## config.mk

```make
export PLATFORM = sky130hd
export DESIGN_NAME = spi_master_flat
export DESIGN_NICKNAME = d
export VERILOG_FILES = /design/src/rtl/spi_master_pkg.sv /design/src/rtl/spi_master_if.sv /design/src/rtl/spi_sclk_gen.sv /design/src/rtl/spi_master.sv /design/src/flat_wrapper.sv
export SDC_FILE = /design/constraint.sdc
export NUM_CORES = 1
export LEC_CHECK = 0
export ABC_AREA = 1
export BUFFER_PORTS_ARGS = -buffer_cell sky130_fd_sc_hd__buf_2
export CAP_MARGIN = 25
export CORE_UTILIZATION = 55
export DETAILED_ROUTE_END_ITERATION = 10
export GPL_TIMING_DRIVEN = 0
export MAX_ROUTING_LAYER = met4
export PLACE_DENSITY_LB_ADDON = 0.1
export SLEW_MARGIN = 20
export SYNTH_ARGS = -nofsm -noshare
export SYNTH_HDL_FRONTEND = slang
export SYNTH_SLANG_ARGS = --single-unit
```

## constraint.sdc

```tcl
create_clock -name sys_clock -period 3.15 [get_ports sys_clock]
set_input_delay 0.4725 -clock sys_clock [delete_from_list [all_inputs] [get_ports sys_clock]]
set_output_delay 0.4725 -clock sys_clock [all_outputs]
set_load 0.01 [all_outputs]
```

## src/rtl/spi_master_pkg.sv

```systemverilog
// Shared definitions for the SPI master slice.
//   FRAME_W         : frame width in bits
//   MODE0..MODE3    : {CPOL, CPHA} encodings
//   spi_mst_state_t : master FSM states
//   IDLE_WORD       : value of an idle line / reset receive word
//   shift_in_top    : right shift with a new bit entering at the MSB
package spi_pkg;

  localparam int FRAME_W = 18;
  localparam int EDGE_W  = 6;

  localparam logic [1:0] MODE0 = 2'b00;
  localparam logic [1:0] MODE1 = 2'b01;
  localparam logic [1:0] MODE2 = 2'b10;
  localparam logic [1:0] MODE3 = 2'b11;

  typedef enum logic [2:0] {
    IDLE  = 3'd0,
    SETUP = 3'd1,
    XFER  = 3'd2,
    HOLD  = 3'd3,
    GUARD = 3'd4
  } spi_mst_state_t;

  localparam logic [FRAME_W-1:0] IDLE_WORD = 18'h3FFFF;

  // Both shift registers move LSB-first: the bit at [0] leaves, a new bit
  // enters at the top.
  function automatic logic [FRAME_W-1:0] shift_in_top(input logic b,
                                                      input logic [FRAME_W-1:0] w);
    return {b, w[FRAME_W-1:1]};
  endfunction

endpackage

```

## src/rtl/spi_master_if.sv

```systemverilog
// Host and SPI-pin bundle of the SPI master.
//   spi_mode, start, tx_data, abort : host requests
//   busy, rx_data, rx_valid         : host status / result
//   sclk, ss_n, mosi, miso          : SPI pins
// Handshake: start is a request accepted on a clock edge where busy=0
// (busy rises after that edge); there is no ready and requests seen while
// busy=1 are dropped. rx_valid is a one-cycle push strobe with rx_data valid
// in the same cycle; the host cannot stall it.
interface spi_master_if;

  logic [1:0]                  spi_mode;
  logic                        start;
  logic [spi_pkg::FRAME_W-1:0] tx_data;
  logic                        abort;
  logic                        miso;
  logic                        sclk;
  logic                        ss_n;
  logic                        mosi;
  logic                        busy;
  logic [spi_pkg::FRAME_W-1:0] rx_data;
  logic                        rx_valid;

  modport master (
    input  spi_mode, start, tx_data, abort, miso,
    output sclk, ss_n, mosi, busy, rx_data, rx_valid
  );

  modport slave (
    output spi_mode, start, tx_data, abort, miso,
    input  sclk, ss_n, mosi, busy, rx_data, rx_valid
  );

endinterface

```

## src/rtl/spi_sclk_gen.sv

```systemverilog
// SPI serial clock divider.
//   sys_clock, reset_n : clock, async active-low reset
//   en                 : run the divider; low holds sclk at cpol
//   cpol               : idle level of sclk
//   sclk               : registered serial clock
//   lead_stb/trail_stb : high in the cycle whose closing edge toggles sclk
//                        away from / back to cpol
module spi_sclk_gen #(
  parameter int CLK_DIV = 4
) (
  input  logic sys_clock,
  input  logic reset_n,
  input  logic en,
  input  logic cpol,
  output logic sclk,
  output logic lead_stb,
  output logic trail_stb
);

  localparam int            CW       = $clog2(CLK_DIV);
  localparam logic [CW-1:0] CNT_LAST = CW'(CLK_DIV - 1);

  logic [CW-1:0] cnt;
  logic          phase;  // 0: next toggle is a leading edge
  logic          tick;

  assign tick      = en && (cnt == CNT_LAST);
  assign lead_stb  = tick && !phase;
  assign trail_stb = tick && phase;

  always_ff @(posedge sys_clock or negedge reset_n) begin
    if (!reset_n) begin
      cnt   <= '0;
      phase <= 1'b0;
      sclk  <= 1'b0;
    end else if (!en) begin
      cnt   <= '0;
      phase <= 1'b0;
      sclk  <= cpol;
    end else if (tick) begin
      cnt   <= '0;
      phase <= ~phase;
      sclk  <= ~sclk;
    end else begin
      cnt   <= cnt + 1'b1;
    end
  end

endmodule

```

## src/rtl/spi_master.sv

```systemverilog
// Single-slave SPI master: one FRAME_W-bit LSB-first frame per accepted
// start, any SPI mode, CLK_DIV sys_clock cycles per sclk half-period.
//   sys_clock, reset_n : clock, async active-low reset
//   bus (master)       : host request/result and SPI pins, see spi_master_if
//   state_dbg          : current FSM state
// Build option SPI_MASTER_LOOPBACK_EN: receive path samples the internal
// mosi register instead of miso (bring-up self-test, rx_data == tx_data).
module spi_master
  import spi_pkg::*;
#(
  parameter int CLK_DIV = 4
) (
  input  logic            sys_clock,
  input  logic            reset_n,
  spi_master_if.master    bus,
  output spi_mst_state_t  state_dbg
);

  localparam int                TW        = $clog2(CLK_DIV);
  localparam logic [TW-1:0]     TMR_LAST  = TW'(CLK_DIV - 1);
  localparam logic [EDGE_W-1:0] EDGE_LAST = EDGE_W'(2 * FRAME_W);

  spi_mst_state_t     state;
  logic               cpol_q, cpha_q;
  logic [FRAME_W-1:0] tx_sh, rx_sh, rx_data_q;
  logic [EDGE_W-1:0]  edge_cnt;
  logic [TW-1:0]      tmr;
  logic               ss_n_q, mosi_q, busy_q, rx_valid_q;

  logic gen_en, gen_cpol, sclk_w, lead_stb, trail_stb;
  logic sample_stb, shift_stb, rx_bit;

  // The divider already runs in SETUP so that its first tick lands exactly
  // CLK_DIV cycles after the accept; it stops after the last edge and at
  // once on abort so sclk returns to CPOL on the abort edge.
  assign gen_en   = !bus.abort &&
                    ((state == SETUP) || ((state == XFER) && (edge_cnt != EDGE_LAST)));
  assign gen_cpol = (state == IDLE) ? bus.spi_mode[1] : cpol_q;

  spi_sclk_gen #(.CLK_DIV(CLK_DIV)) u_sclk_gen (
    .sys_clock (sys_clock),
    .reset_n   (reset_n),
    .en        (gen_en),
    .cpol      (gen_cpol),
    .sclk      (sclk_w),
    .lead_stb  (lead_stb),
    .trail_stb (trail_stb)
  );

  assign sample_stb = cpha_q ? trail_stb : lead_stb;
  assign shift_stb  = cpha_q ? lead_stb  : trail_stb;

`ifdef SPI_MASTER_LOOPBACK_EN
  logic unused_miso;
  assign unused_miso = bus.miso;
  assign rx_bit      = mosi_q;
`else
  assign rx_bit      = bus.miso;
`endif

  always_ff @(posedge sys_clock or negedge reset_n) begin
    if (!reset_n) begin
      state      <= IDLE;
      cpol_q     <= 1'b0;
      cpha_q     <= 1'b0;
      tx_sh      <= IDLE_WORD;
      rx_sh      <= IDLE_WORD;
      edge_cnt   <= '0;
      tmr        <= '0;
      ss_n_q     <= 1'b1;
      mosi_q     <= 1'b1;
      busy_q     <= 1'b0;
      rx_data_q  <= IDLE_WORD;
      rx_valid_q <= 1'b0;
    end else begin
      rx_valid_q <= 1'b0;
      case (state)
        IDLE: begin
          if (bus.start) begin
            cpol_q   <= bus.spi_mode[1];
            cpha_q   <= bus.spi_mode[0];
            edge_cnt <= '0;
            tmr      <= '0;
            rx_sh    <= IDLE_WORD;
            busy_q   <= 1'b1;
            ss_n_q   <= 1'b0;
            state    <= SETUP;
            // CPHA=0 presents bit 0 before the first edge, so it is consumed
            // here and the register holds the bits still to send.
            if (!bus.spi_mode[0]) begin
              mosi_q <= bus.tx_data[0];
              tx_sh  <= shift_in_top(1'b1, bus.tx_data);
            end else begin
              tx_sh  <= bus.tx_data;
            end
          end
        end
        SETUP, XFER: begin
          if (bus.abort) begin
            ss_n_q <= 1'b1;
            mosi_q <= 1'b1;
            tmr    <= '0;
            state  <= GUARD;
          end else begin
            if (lead_stb || trail_stb) edge_cnt <= edge_cnt + 1'b1;
            if (sample_stb) rx_sh <= shift_in_top(rx_bit, rx_sh);
            if (shift_stb) begin
              mosi_q <= tx_sh[0];
              tx_sh  <= shift_in_top(1'b1, tx_sh);
            end
            if ((state == SETUP) && lead_stb) state <= XFER;
            // After edge 36 the last half-period still runs out before HOLD.
            if ((state == XFER) && (edge_cnt == EDGE_LAST)) begin
              if (tmr == TMR_LAST) begin
                tmr    <= '0;
                mosi_q <= 1'b1;
                state  <= HOLD;
              end else begin
                tmr <= tmr + 1'b1;
              end
            end
          end
        end
        HOLD: begin
          if (bus.abort) begin
            ss_n_q <= 1'b1;
            mosi_q <= 1'b1;
            tmr    <= '0;
            state  <= GUARD;
          end else if (tmr == TMR_LAST) begin
            tmr        <= '0;
            ss_n_q     <= 1'b1;
            rx_data_q  <= rx_sh;
            rx_valid_q <= 1'b1;
            state      <= GUARD;
          end else begin
            tmr <= tmr + 1'b1;
          end
        end
        GUARD: begin
          if (tmr == TMR_LAST) begin
            tmr    <= '0;
            busy_q <= 1'b0;
            state  <= IDLE;
          end else begin
            tmr <= tmr + 1'b1;
          end
        end
        default: state <= IDLE;
      endcase
    end
  end

  assign bus.sclk     = sclk_w;
  assign bus.ss_n     = ss_n_q;
  assign bus.mosi     = mosi_q;
  assign bus.busy     = busy_q;
  assign bus.rx_data  = rx_data_q;
  assign bus.rx_valid = rx_valid_q;
  assign state_dbg    = state;

endmodule

```

## src/flat_wrapper.sv

```systemverilog
// flat-port wrapper written by rule: the top's interface ports become plain ports
module spi_master_flat import spi_pkg::*;
#(
  parameter int CLK_DIV = 4
)
  (sys_clock, reset_n, state_dbg, bus_spi_mode, bus_start, bus_tx_data, bus_abort, bus_miso, bus_sclk, bus_ss_n, bus_mosi, bus_busy, bus_rx_data, bus_rx_valid);
  spi_master_if bus_i ();
  input  logic sys_clock;
  input  logic reset_n;
  output spi_mst_state_t state_dbg;
  input wire logic [$bits(bus_i.spi_mode)-1:0] bus_spi_mode;
  input wire logic [$bits(bus_i.start)-1:0] bus_start;
  input wire logic [$bits(bus_i.tx_data)-1:0] bus_tx_data;
  input wire logic [$bits(bus_i.abort)-1:0] bus_abort;
  input wire logic [$bits(bus_i.miso)-1:0] bus_miso;
  output wire logic [$bits(bus_i.sclk)-1:0] bus_sclk;
  output wire logic [$bits(bus_i.ss_n)-1:0] bus_ss_n;
  output wire logic [$bits(bus_i.mosi)-1:0] bus_mosi;
  output wire logic [$bits(bus_i.busy)-1:0] bus_busy;
  output wire logic [$bits(bus_i.rx_data)-1:0] bus_rx_data;
  output wire logic [$bits(bus_i.rx_valid)-1:0] bus_rx_valid;
  assign bus_i.spi_mode = bus_spi_mode;
  assign bus_i.start = bus_start;
  assign bus_i.tx_data = bus_tx_data;
  assign bus_i.abort = bus_abort;
  assign bus_i.miso = bus_miso;
  assign bus_sclk = bus_i.sclk;
  assign bus_ss_n = bus_i.ss_n;
  assign bus_mosi = bus_i.mosi;
  assign bus_busy = bus_i.busy;
  assign bus_rx_data = bus_i.rx_data;
  assign bus_rx_valid = bus_i.rx_valid;
  spi_master #(.CLK_DIV(CLK_DIV)) u_core (.sys_clock(sys_clock), .reset_n(reset_n), .bus(bus_i), .state_dbg(state_dbg));
endmodule
```

==> out/qor.yml <==
status:
  status: "completed"
finish:
  layout_common_cells: "nand2_1, dfstp_2, inv_1, buf_2, nor2_1"
  antennaDiodeCount: 0
  num-nets-final: 549
  multi_input_area_um2: 1560
  area_growth_pct: 16.1
  final_common_cell: "nand2_1"
  seqCellArea_um2: 1950
  drive_gt1_share_pct: 33.8
  fillers: 592
synthesis:
  syn_nets: 487
  synth_area_um2: 3850
  synth_xor_xnor_area_share_pct: 0.455
  synth_compound_area_share_pct: 15.4
  ys_warn_count: 0
  synth_mux_area_share_pct: 0
  synth_top_family_by_area: "simple AND/OR/NAND/NOR gates"
  synth_adder_area_share_pct: 1.30
  ys_ff_latch: 75
  synth-simple-area-share_pct: 23.3
  syn_avg_cell_area_um2: 8.40
  ys_seq_area_share_pct: 50.6
  synth.distinct_cells: 32
  synth_cells: 458
timing:
  setup_ws_ns: 1.15
  rsz0062_at_grt: "no"
  hold_viol: 0
  slew_violations: 0
  tns_ns: 0
  period_needed_ns: 2.00
  skew_ns: 0.00707
  fmax_mhz: 501
  worstMarginPinSlew_ns: 0.450
  slew_headroom_pct: 70.0
  setup_viol: 0
  fin_crit_sh_pct: 63.4
setup_path:
  crit_chain: "inv_1 > ha_1 > nand3_1 > nor2_1 > nand2_2 > nand4_1 > nand2_1 > nand2_1 > nand2_2 > buf_2 > a21oi_1"
  critPathLaunchType: "flip-flop"
  r2r_start: "u_core.edge_cnt[0]"
  cp.arrival_ns: 2.27
  r2r_cells: 11
  rrSetupSlack_ns: 1.15
  slowest_delay_ns: 0.39
  end_kind: "flip-flop"
  cp.required_ns: 3.42
  worst_path_max_delay_cell: "dfrtp_1"
  timing.rr.end: "u_core.tx_sh[0]"
  worstPathMaxFanout: 10
  crit_type: "flip-flop to flip-flop"
detailed_routing:
  wl_mm: 7.63
  wl_per_cell_um: 12.6
  drt-vias-per-instance: 5.12
  ant_nets: 0
  vias: 3095
  drc_errors: 0
  drtIter0Drc: 97
  dr.pass1.iters: 4
place:
  dpl.hpwl_mm: 5.34
  pre_cts_ws_ns: 1.16
  globalplace.congestion: 0.869
  portBuffers: 49
die:
  initial_core_util_pct: 56.9
  core-area_um2: 6760
  die_w_um: 85.6
  rows: 30
  die_y_um: 85.6
  dieArea_um2: 7330
  io_pins: 51
clock_network:
  cts_tree: "yes"
  post_cts_buffers: 0
  cts.path.max_buffers: 2
  insertion_delay_ns: 0.34
  cts.clk_slew.worst_paths_ns: 0.08
  htreeDepth: 3
  root_buffer: "clkbuf_8"
  cts_buffers: 9
  clock_sinks: 75
grt:
  grt_pass1_vias: 2994
  gr-total-overflow: 0
  grt_max_degree: 59
  use_met1_pct: 30.3
  use_met3_pct: 3.18
  antenna_found_initial: 0
  use_met2_pct: 37.5
  grt_use_total_pct: 23.3
  grt-busiest-layer: "met2"
  grt_pass1_wl_mm: 13.2
pwr:
  peakVddDrop_uv: 455
  leakagePower_uw: 0.00219
  p_per_area_nw_per_um2: 892
worst_hold_path:
  holdPathEnd: "u_core.cpol_q"
  hp-class: "input pin to flip-flop"
  min_delay_path_depth: 3
  min_from: "bus_spi_mode[1]"
run:
  maxCapViolCount: 0
layout make-up:
cell class              count  area share [%]
plain buffers              18            2.41
multi-input cells         302            34.8
well taps                  80            2.24
clock inverters             5            1.91
clock buffers              10            3.33
inverters                  63            5.30
repair buffers             51            6.39
flip-flops and latches     75            43.6
power by group:
| group | internal [uW] | total (uW) | switching (uW) |
|---|---|---|---|
| logic | 553 | 1510 | 955 |
| clock network | 493 | 855 | 362 |
| registers | 1450 | 1620 | 175 |
| total | 2490 | 3980 | 1490 |
Yosys cell counts:
| cell type | number | area, um^2 |
|---|---|---|
| o221ai_1 | 1 | 8.76 |
| dfstp_2 | 56 | 1470 |
| nor2_1 | 33 | 124 |
| buf_2 | 5 | 25.0 |
| a31oi_1 | 1 | 6.26 |
| xor2_1 | 2 | 17.5 |
| nand2_1 | 132 | 495 |
| buf_4 | 3 | 22.5 |
| o21ai_2 | 18 | 158 |
| inv_2 | 10 | 37.5 |
| o211ai_1 | 15 | 113 |
| nand3_4 | 1 | 17.5 |
| a31o_2 | 1 | 8.76 |
| nand4_1 | 4 | 25.0 |
| nand3_1 | 14 | 70.1 |
| nor4_1 | 1 | 6.26 |
| clkbuf_1 | 7 | 26.3 |
| nand3_2 | 3 | 30.0 |
| buf_6 | 3 | 33.8 |
| ha_1 | 4 | 50.1 |
| o21ai_1 | 19 | 95.1 |
| nor2_8 | 2 | 40.0 |
| nand2_4 | 3 | 33.8 |
| dfrtp_1 | 19 | 475 |
| inv_1 | 53 | 199 |
| o21a_1 | 2 | 15.0 |
| nor2_2 | 2 | 12.5 |
| nor3_1 | 2 | 10.0 |
| a21oi_1 | 5 | 25.0 |
| o21ai_0 | 31 | 155 |
| nand2_2 | 5 | 31.3 |
| a22oi_1 | 1 | 7.51 |
routing by layer:
metal / vias up / part of all wire (%)
li1: 1588 / -
met1: 1440 / 49
met2: 56 / 47
met3: 11 / 3.0
met4: 0 / 1.4
met5: - / 0
sequential cells by signal, summed over array words and instances, names as in the netlist:
name and flops:
u_core.bus.rx_data 18, u_core.rx_sh 18, u_core.tx_sh 18, u_core.edge_cnt 6, u_core.state_dbg 3, u_core.tmr 2
u_core.u_sclk_gen.cnt 2, u_core.bus.busy 1, u_core.bus.mosi 1, u_core.bus.rx_valid 1, u_core.bus.ss_n 1, u_core.cpha_q 1
u_core.cpol_q 1, u_core.u_sclk_gen.phase 1, u_core.u_sclk_gen.sclk 1
how the worst max path moves through the flow:
| stage | slack (ns) | to | startpoint |
|---|---|---|---|
| 6_report | 1.15 | u_core.tx_sh[0] | u_core.edge_cnt[0] |
| 5_1_grt | 0.91 | u_core.tx_sh[16] | u_core.edge_cnt[0] |
| 4_1_cts | 1.14 | u_core.tx_sh[0] | u_core.edge_cnt[0] |
| 3_5_place_dp | 1.16 | u_core.tx_sh[0] | u_core.edge_cnt[0] |
| 3_3_place_gp | 1.16 | u_core.u_sclk_gen.cnt[1] | reset_n |
| 2_1_floorplan | 1.49 | u_core.rx_sh[1] | u_core.edge_cnt[0] |
timing repair:
action | in CTS | in global routing
endpoints found under the hold margin | 1 | 0
resized for setup | 0 | 0
setup endpoints to repair | 0 | 0
hold buffers | 1 | 0
critical path: cells and delay by family, from the launching register on:
kind	cells	cell delay, ns
compound gates	1	0.15
fa+ha+maj	1	0.17
buf+inv	2	0.35
flops	1	0.39
simple gates	7	0.86
logic make-up after synthesis:
family,after synthesis
simple gates,202
compound gates,94
buf+inv,81
flops,75
fa+ha+maj,4
xor+xnor,2
through the flow:
step | cells | hold WS (ns) | utilization, % | power, uW | instance area, um^2
final | 604 | 0.416 | 66.1 | 3980 | 4470
after global routing | 604 | 0.432 | 66.1 | 4280 | 4470
after CTS | 604 | 0.409 | 66.1 | 4020 | 4470
after detailed placement | 588 | 0.358 | 62.5 | 3150 | 4220
after global placement | 587 | 0.417 | 62.0 | 3100 | 4190
after floorplan | 458 | 0.177 | - | 2780 | 3850
Note: power is estimated with default switching activity, not from simulation.
